==> src/rtl/a2_bridge_emu.sv <==
// a2_bridge_emu: responder-side model of an Apple II motherboard behind the A2Bridge mux.
// Synthesizes phi1/7M/reset from clk_logic, runs host-queued bus cycles one per phi period,
// answers the card's multiplexed bridge reads and reports every completed cycle.
// Ports:
//   clk_logic, device_reset_n (sync, active low), reset_req (restart a2_reset_n hold)
//   cmd_valid/cmd_ready + cmd_addr/cmd_rw_n/cmd_data : cycle queue input
//   a2_phi1, a2_7M, a2_reset_n                       : synthesized motherboard signals
//   a2_bridge_sel/bus_a_oe/bus_d_oe/rd/wr/d_i         : card-side bridge strobes (active low)
//   a2_bridge_d_o/a2_bridge_d_oe                      : byte returned to the card
//   rsp_valid/rsp_addr/rsp_rw_n/rsp_data/rsp_card_drove/rsp_conflict : completed-cycle report
module a2_bridge_emu #(
    parameter int unsigned M7_HALF          = 4,
    parameter int unsigned PHI_HALF_7M      = 7,
    parameter int unsigned RESET_PHI_CYCLES = 8,
    parameter logic [15:0] IDLE_ADDR        = 16'hFFFF
) (
    input  logic        clk_logic,
    input  logic        device_reset_n,
    input  logic        reset_req,
    input  logic        cmd_valid,
    output logic        cmd_ready,
    input  logic [15:0] cmd_addr,
    input  logic        cmd_rw_n,
    input  logic [7:0]  cmd_data,
    output logic        a2_phi1,
    output logic        a2_7M,
    output logic        a2_reset_n,
    input  logic [1:0]  a2_bridge_sel,
    input  logic        a2_bridge_bus_a_oe,
    input  logic        a2_bridge_bus_d_oe,
    input  logic        a2_bridge_rd,
    input  logic        a2_bridge_wr,
    input  logic [7:0]  a2_bridge_d_i,
    output logic [7:0]  a2_bridge_d_o,
    output logic        a2_bridge_d_oe,
    output logic        rsp_valid,
    output logic [15:0] rsp_addr,
    output logic        rsp_rw_n,
    output logic [7:0]  rsp_data,
    output logic        rsp_card_drove,
    output logic        rsp_conflict
);

    localparam int unsigned M7_W  = (M7_HALF > 1) ? $clog2(M7_HALF) : 1;
    localparam int unsigned H_W   = (PHI_HALF_7M > 1) ? $clog2(PHI_HALF_7M) : 1;
    localparam int unsigned RST_W = $clog2(RESET_PHI_CYCLES + 1);
    localparam int unsigned DEPTH = 4;
    localparam int unsigned PTR_W = 2;
    localparam int unsigned CNT_W = 3;

    typedef struct packed {
        logic [15:0] addr;
        logic        rw_n;
        logic [7:0]  data;
    } cmd_t;

    logic [M7_W-1:0]  m7_cnt_q, m7_cnt_d;
    logic [H_W-1:0]   half_cnt_q, half_cnt_d;
    logic             m7_q, m7_d, phi_q, phi_d, rst_n_q, rst_n_d;
    logic [RST_W-1:0] rst_cnt_q, rst_cnt_d;
    cmd_t             fifo_q [DEPTH];
    logic [PTR_W-1:0] wr_ptr_q, wr_ptr_d, rd_ptr_q, rd_ptr_d;
    logic [CNT_W-1:0] count_q, count_d;
    logic             ready_q, ready_d;
    cmd_t             cur_q, cur_d;
    logic             active_q, active_d, drove_q, drove_d, conflict_q, conflict_d;
    logic [7:0]       cap_q, cap_d;
    logic             d_oe_q, d_oe_d;
    logic [7:0]       d_o_q, d_o_d;
    logic             rsp_valid_q, rsp_valid_d, rsp_drove_q, rsp_drove_d;
    logic             rsp_conflict_q, rsp_conflict_d;
    cmd_t             rsp_q, rsp_d;

    logic             m7_wrap, half_wrap, phi_rise, push, pop, cap_hit;
    logic             drove_eff, conflict_eff, sel_oe_n;
    logic [7:0]       cap_eff, wdata, sel_byte;

    // Next-state for clocks, queue, cycle tracking, reset hold and bridge responder
    always_comb begin
        m7_wrap   = (m7_cnt_q == M7_W'(M7_HALF - 1));
        half_wrap = m7_wrap && (half_cnt_q == H_W'(PHI_HALF_7M - 1));
        phi_rise  = half_wrap && !phi_q;
        push      = cmd_valid && ready_q;
        pop       = phi_rise && (count_q != '0);

        m7_cnt_d   = m7_wrap ? '0 : m7_cnt_q + M7_W'(1);
        m7_d       = m7_q ^ m7_wrap;
        half_cnt_d = half_cnt_q;
        if (m7_wrap) begin
            half_cnt_d = half_wrap ? '0 : half_cnt_q + H_W'(1);
        end
        phi_d = phi_q ^ half_wrap;

        wr_ptr_d = wr_ptr_q + PTR_W'(push);
        rd_ptr_d = rd_ptr_q + PTR_W'(pop);
        count_d  = count_q + CNT_W'(push) - CNT_W'(pop);
        ready_d  = (count_d < CNT_W'(DEPTH));

        // Card drives the data group during phi0; the last drive in the half wins
        cap_hit      = !a2_bridge_wr && (a2_bridge_sel == 2'd2) && !phi_q && active_q;
        drove_eff    = drove_q || cap_hit;
        conflict_eff = conflict_q || (cap_hit && !cur_q.rw_n);
        cap_eff      = cap_hit ? a2_bridge_d_i : cap_q;

        cur_d          = cur_q;
        active_d       = active_q;
        drove_d        = drove_eff;
        conflict_d     = conflict_eff;
        cap_d          = cap_eff;
        rsp_valid_d    = 1'b0;
        rsp_d          = rsp_q;
        rsp_drove_d    = rsp_drove_q;
        rsp_conflict_d = rsp_conflict_q;

        // Phi1 rise closes the current cycle and opens the next one
        if (phi_rise) begin
            if (active_q) begin
                rsp_valid_d    = 1'b1;
                rsp_d.addr     = cur_q.addr;
                rsp_d.rw_n     = cur_q.rw_n;
                rsp_d.data     = drove_eff ? cap_eff : (!cur_q.rw_n ? cur_q.data : 8'hFF);
                rsp_drove_d    = drove_eff;
                rsp_conflict_d = conflict_eff;
            end
            cur_d      = pop ? fifo_q[rd_ptr_q] : '{addr: IDLE_ADDR, rw_n: 1'b1, data: 8'hFF};
            active_d   = 1'b1;
            drove_d    = 1'b0;
            conflict_d = 1'b0;
            cap_d      = 8'hFF;
        end

        rst_n_d   = rst_n_q;
        rst_cnt_d = rst_cnt_q;
        if (reset_req) begin
            rst_n_d   = 1'b0;
            rst_cnt_d = '0;
        end else if (phi_rise && !rst_n_q) begin
            if (rst_cnt_q == RST_W'(RESET_PHI_CYCLES)) begin
                rst_n_d = 1'b1;
            end else begin
                rst_cnt_d = rst_cnt_q + RST_W'(1);
            end
        end

        // Byte reflects the cycle/phase that will be current when it is presented
        wdata = (!phi_d && active_d && !cur_d.rw_n) ? cur_d.data : 8'hFF;
        case (a2_bridge_sel)
            2'd0:    sel_byte = cur_d.addr[7:0];
            2'd1:    sel_byte = cur_d.addr[15:8];
            2'd2:    sel_byte = wdata;
            default: sel_byte = {5'b11111, rst_n_d, 1'b1, cur_d.rw_n};
        endcase
        sel_oe_n = (a2_bridge_sel == 2'd2) ? a2_bridge_bus_d_oe : a2_bridge_bus_a_oe;
        d_oe_d   = !a2_bridge_rd && !sel_oe_n;
        d_o_d    = d_oe_d ? sel_byte : d_o_q;
    end

    // State registers
    always_ff @(posedge clk_logic) begin
        if (!device_reset_n) begin
            m7_cnt_q       <= '0;
            half_cnt_q     <= '0;
            m7_q           <= 1'b0;
            phi_q          <= 1'b0;
            rst_n_q        <= 1'b0;
            rst_cnt_q      <= '0;
            wr_ptr_q       <= '0;
            rd_ptr_q       <= '0;
            count_q        <= '0;
            ready_q        <= 1'b0;
            cur_q          <= '0;
            active_q       <= 1'b0;
            drove_q        <= 1'b0;
            conflict_q     <= 1'b0;
            cap_q          <= 8'hFF;
            d_oe_q         <= 1'b0;
            d_o_q          <= '0;
            rsp_valid_q    <= 1'b0;
            rsp_q          <= '0;
            rsp_drove_q    <= 1'b0;
            rsp_conflict_q <= 1'b0;
        end else begin
            m7_cnt_q       <= m7_cnt_d;
            half_cnt_q     <= half_cnt_d;
            m7_q           <= m7_d;
            phi_q          <= phi_d;
            rst_n_q        <= rst_n_d;
            rst_cnt_q      <= rst_cnt_d;
            wr_ptr_q       <= wr_ptr_d;
            rd_ptr_q       <= rd_ptr_d;
            count_q        <= count_d;
            ready_q        <= ready_d;
            cur_q          <= cur_d;
            active_q       <= active_d;
            drove_q        <= drove_d;
            conflict_q     <= conflict_d;
            cap_q          <= cap_d;
            d_oe_q         <= d_oe_d;
            d_o_q          <= d_o_d;
            rsp_valid_q    <= rsp_valid_d;
            rsp_q          <= rsp_d;
            rsp_drove_q    <= rsp_drove_d;
            rsp_conflict_q <= rsp_conflict_d;
        end
    end

    // Queue storage needs no reset; occupancy is tracked by the pointers
    always_ff @(posedge clk_logic) begin
        if (push) begin
            fifo_q[wr_ptr_q] <= '{addr: cmd_addr, rw_n: cmd_rw_n, data: cmd_data};
        end
    end

    assign cmd_ready      = ready_q;
    assign a2_phi1        = phi_q;
    assign a2_7M          = m7_q;
    assign a2_reset_n     = rst_n_q;
    assign a2_bridge_d_o  = d_o_q;
    assign a2_bridge_d_oe = d_oe_q;
    assign rsp_valid      = rsp_valid_q;
    assign rsp_addr       = rsp_q.addr;
    assign rsp_rw_n       = rsp_q.rw_n;
    assign rsp_data       = rsp_q.data;
    assign rsp_card_drove = rsp_drove_q;
    assign rsp_conflict   = rsp_conflict_q;

endmodule

==> config.mk <==
export PLATFORM = sky130hd
export DESIGN_NAME = a2_bridge_emu
export DESIGN_NICKNAME = d
export VERILOG_FILES = /design/src/rtl/a2_bridge_emu.sv
export SDC_FILE = /design/constraint.sdc
export NUM_CORES = 1
export LEC_CHECK = 0
export BUFFER_PORTS_ARGS = -buffer_cell sky130_fd_sc_hd__buf_2
export CORE_UTILIZATION = 58
export DETAILED_ROUTE_END_ITERATION = 7
export GPL_ROUTABILITY_DRIVEN = 0
export PLACE_DENSITY = 0.81
export SYNTH_ARGS = -nofsm -noshare
export SYNTH_HDL_FRONTEND = slang
export SYNTH_SLANG_ARGS = --single-unit
==> constraint.sdc <==
create_clock -name clk_logic -period 4.3 [get_ports clk_logic]
set_input_delay 0.86 -clock clk_logic [delete_from_list [all_inputs] [get_ports clk_logic]]
set_output_delay 0.86 -clock clk_logic [all_outputs]
set_load 0.005 [all_outputs]
==> key figures <==
Cells and area
  • Commonest non-fill, non-tap cells in the layout: edfxtp_1, dfxtp_1, buf_2
  • Synthesis-to-finish area growth: 14.8%
  • Layout cell share with drive strength beyond 1: 0.262
  • N_diodes: 0
  • Commonest non-fill, non-tap cell in the layout: edfxtp_1
  • Layout net count: 707

Synth
  • Post-Synthesis Cell Area: 7580 sq um
  • Mux cell area share after synthesis: 0.0769
  • Yosys warns: 0
  • Post-synth EDFFs: 100
  • Async SR Flop Fraction: 0
  • Mapped Avg Cell Area: ~13 sq um
  • Seq cells post-synth: 193
  • Register area share after synthesis: 0.642
  • Post-synth cell types: just over 60
  • Mapped Nets: 633
  • Largest family of logic cells by synthesized area: compound AO/OA/AOI/OAI gates
  • Adder-cell share of the synthesized area: 0.0208
  • Post-Synth XOR/XNOR Area: 0.00925
  • Ys flop type: edfxtp_1
  • Post-synthesis compound-gate area fraction: 0.119
  • Mapped Cells: 578
  • Simple-Gate Fraction of Synth Area: 0.101

Power
  • Flop pwr share: 0.536
  • VDD IR max: approximately 380 uV
  • Pwr dens: roughly 430 nW/um^2
  • Static Leak: between 0.003 and 0.004 uW
  • Internal: 2960 uW
  • Power share of the clock group: 0.419
  • Switch share: 0.207
  • Psw: slightly below 800 uW
  • Comb power frac: 0.045

Clock tree
  • Hold Buf Count CTS: 0
  • CTS clk-pin slew, worst paths: 60 ps
  • CTS Buf Count: 17
  • Max Root-Sink Buffers: 2
  • Insertion delay to the later sink of the worst-skew pair: 440 ps
  • Setup Buffers After CTS: 0
  • CTS tree: built
  • Root Driver: clkbuf_16
  • PostCTS Resize Cnt: 0
  • H-tree depth: 4
  • CTS sink count: 193

Timing
  • Fin. max-slew vios: 0
  • Unrepaired setup endpoints after global routing: false
  • Total Neg Setup Slack: 0 ps
  • Worst hold slack: between 400 and 500 ps
  • Fmax: 0.322 GHz
  • Final setup fails: 0
  • Slew headroom: 0.347
  • Tmin final: 3100 ps
  • Endpoints failing hold: 0
  • Final cycle utilization of the critical path: 0.721
  • Worst slew pin tran: 978 ps
  • Setup Skew: 7.37 ps
  • Setup ws final: 1200 ps

Status
  • Status: complete, no violations

Drt
  • Met2 routed wirelength: 7.83 mm
  • DRC violations left: 0
  • DR WL/cell: 18.7 um
  • Antenna viol nets, final: 0
  • Drt initial violations: 413
  • Wirelength, routed: 15.6 mm
  • Via count: 4979
  • Met1 WL: 6.44 mm
  • Wire length on met3: 1.02 mm
  • Via-to-Cell Ratio: 5.95
  • Max layer used: met4
  • TritonRoute pass-1 iters: 5

Die
  • Die ar.: 13500 sq um
  • Die Y: 116 um
  • Starting density of the core: 0.598
  • Area of the core: 12700 sq um
  • I/O pins: 84
  • Std-Cell Rows: 41
  • Die width: roughly 120 um

Worst setup path
  • CP Launch Type: flip-flop
  • Worst EP required: roughly 4700 ps
  • RR Endpoint: rsp_data[3]$_SDFFE_PN0P_
  • RR Startpoint: m7_cnt_q[0]$_SDFF_PP0_
  • Worst Path Max Fanout: 35
  • Critical Path End Type: flip-flop
  • R2R depth: 8
  • R2r setup slk: 1200 ps
  • Critical path arrival: 3450 ps
  • Setup Crit Path Kind: reg2reg

Hold path
  • Hold Path Origin: m7_cnt_q[0]$_SDFF_PP0_
  • Worst Hold Class: reg2reg
  • Hold Path Stages: 1
  • Hold-critical path endpoint: m7_cnt_q[0]$_SDFF_PP0_

Global route
  • First-pass GRT wire length: 24.3 mm
  • GR Overflow Total: 0
  • Largest net degree at the start of global routing: 45
  • Vias in the first global route: 4754
  • Initial antenna violation count: 0
  • GR Util All Layers: 0.249

Place
  • Port buffer count: between 80 and 90
  • Detail Placement HPWL: 10.5 mm
  • Placement Setup Slack: 1260 ps

Job
  • Max_cap viols: 0
## cell type report
class | instances | area, sq um
flip-flops and latches | 193 | 4860
fillers | 898 | 3970
multi-input cells | 335 | 2500
repair buffers | 91 | 475
clock buffers | 19 | 433
well taps | 172 | 215
clock inverters | 13 | 161
inverters | 14 | 52.6
## flip-flops by register name, summed over array words and instances, names as in the netlist, 2 cells and up
| name | cells |
|---|---|
| wr_ptr_q | 2 |
| rsp_data | 8 |
| fifo_q | 100 |
| rst_cnt_q | 4 |
| rsp_addr | 16 |
| a2_bridge_d_o | 8 |
| cap_q | 8 |
| rd_ptr_q | 2 |
| m7_cnt_q | 2 |
| half_cnt_q | 3 |
| count_q | 3 |
| cur_q | 25 |
## critical path: stages, from the launching register on
cell and delay, ps:
dfxtp_1 340, ha_1 350, and3_1 270, ha_1 160, buf_4 340, nand2_1 660
nor3_4 530, o21ai_0 190, a21oi_1 160
## stage by stage
step	cell area (sq um)	utilization	cells	power, uW
floorplan	7580	-	578	2130
global placement	8110	0.640	805	2200
detailed placement	8110	0.640	805	2210
CTS	8700	0.687	837	3760
global route	8700	0.687	837	3860
finish	8700	0.687	837	3740
## power groups by stage
| stage | Clock (uW) | Sequential, uW | Combinational (uW) |
|---|---|---|---|
| finish | 1560 | 2000 | 170 |
| global route | 1660 | 2010 | 186 |
| CTS | 1590 | 2000 | 170 |
| detailed placement | 0 | 2040 | 169 |
| global placement | 0 | 2040 | 161 |
| floorplan | 0 | 2040 | 93.4 |
## per-layer routing
metal  track usage  up-vias
li1              -     2304
met1         0.314     2436
met2         0.408      216
met3        0.0628       23
met4         0.109        0
met5             0        -
## synthesized netlist by cell type (3+ instances only)
cell type,n,share of area
a211oi_1,7,0.0069
inv_1,13,0.0064
nand3_1,10,0.0066
nor2_1,45,0.022
and3_1,3,0.0025
o221ai_1,5,0.0058
buf_2,8,0.0053
buf_6,5,0.0074
nor2b_1,4,0.0033
o21ai_0,25,0.017
o22ai_1,4,0.0033
clkbuf_1,19,0.0094
ha_1,11,0.018
dfxtp_1,93,0.25
a31oi_1,4,0.0033
o22a_1,6,0.0069
o221a_2,11,0.016
or3_1,5,0.0041
and2_1,13,0.011
xnor2_1,7,0.0081
buf_1,3,0.0015
nand2_1,60,0.030
mux4_2,25,0.074
a221o_1,8,0.011
nor3b_1,3,0.0030
edfxtp_1,100,0.40
a21oi_1,39,0.026
nor3_1,5,0.0033
## worst max path at each step
stage,startpoint,to,slack [ps],cells past startpoint
after floorplan,cmd_valid,fifo_q[1][0]$_DFFE_PP_,970,2
after global placement,m7_cnt_q[0]$_SDFF_PP0_,count_q[2]$_SDFF_PN0_,1450,13
after detailed placement,m7_cnt_q[0]$_SDFF_PP0_,rsp_data[0]$_SDFFE_PN0P_,1260,8
after CTS,m7_cnt_q[0]$_SDFF_PP0_,rsp_data[3]$_SDFFE_PN0P_,1210,8
after global routing,m7_cnt_q[0]$_SDFF_PP0_,rsp_data[5]$_SDFFE_PN0P_,970,8
final,m7_cnt_q[0]$_SDFF_PP0_,rsp_data[3]$_SDFFE_PN0P_,1200,8
## kinds of logic (layout without fill, tap and decap cells)
| logic type | Yosys count | in the layout |
|---|---|---|
| AOI/OAI and AO/OA | 126 | 126 |
| xor gates and xnor gates | 8 | 8 |
| muxes | 27 | 27 |
| buffers and inverters | 50 | 137 |
| adders and majority gates | 12 | 12 |
| DFF | 193 | 193 |
| and+or+nand+nor | 162 | 162 |
Power figures use the tool's default switching activity.
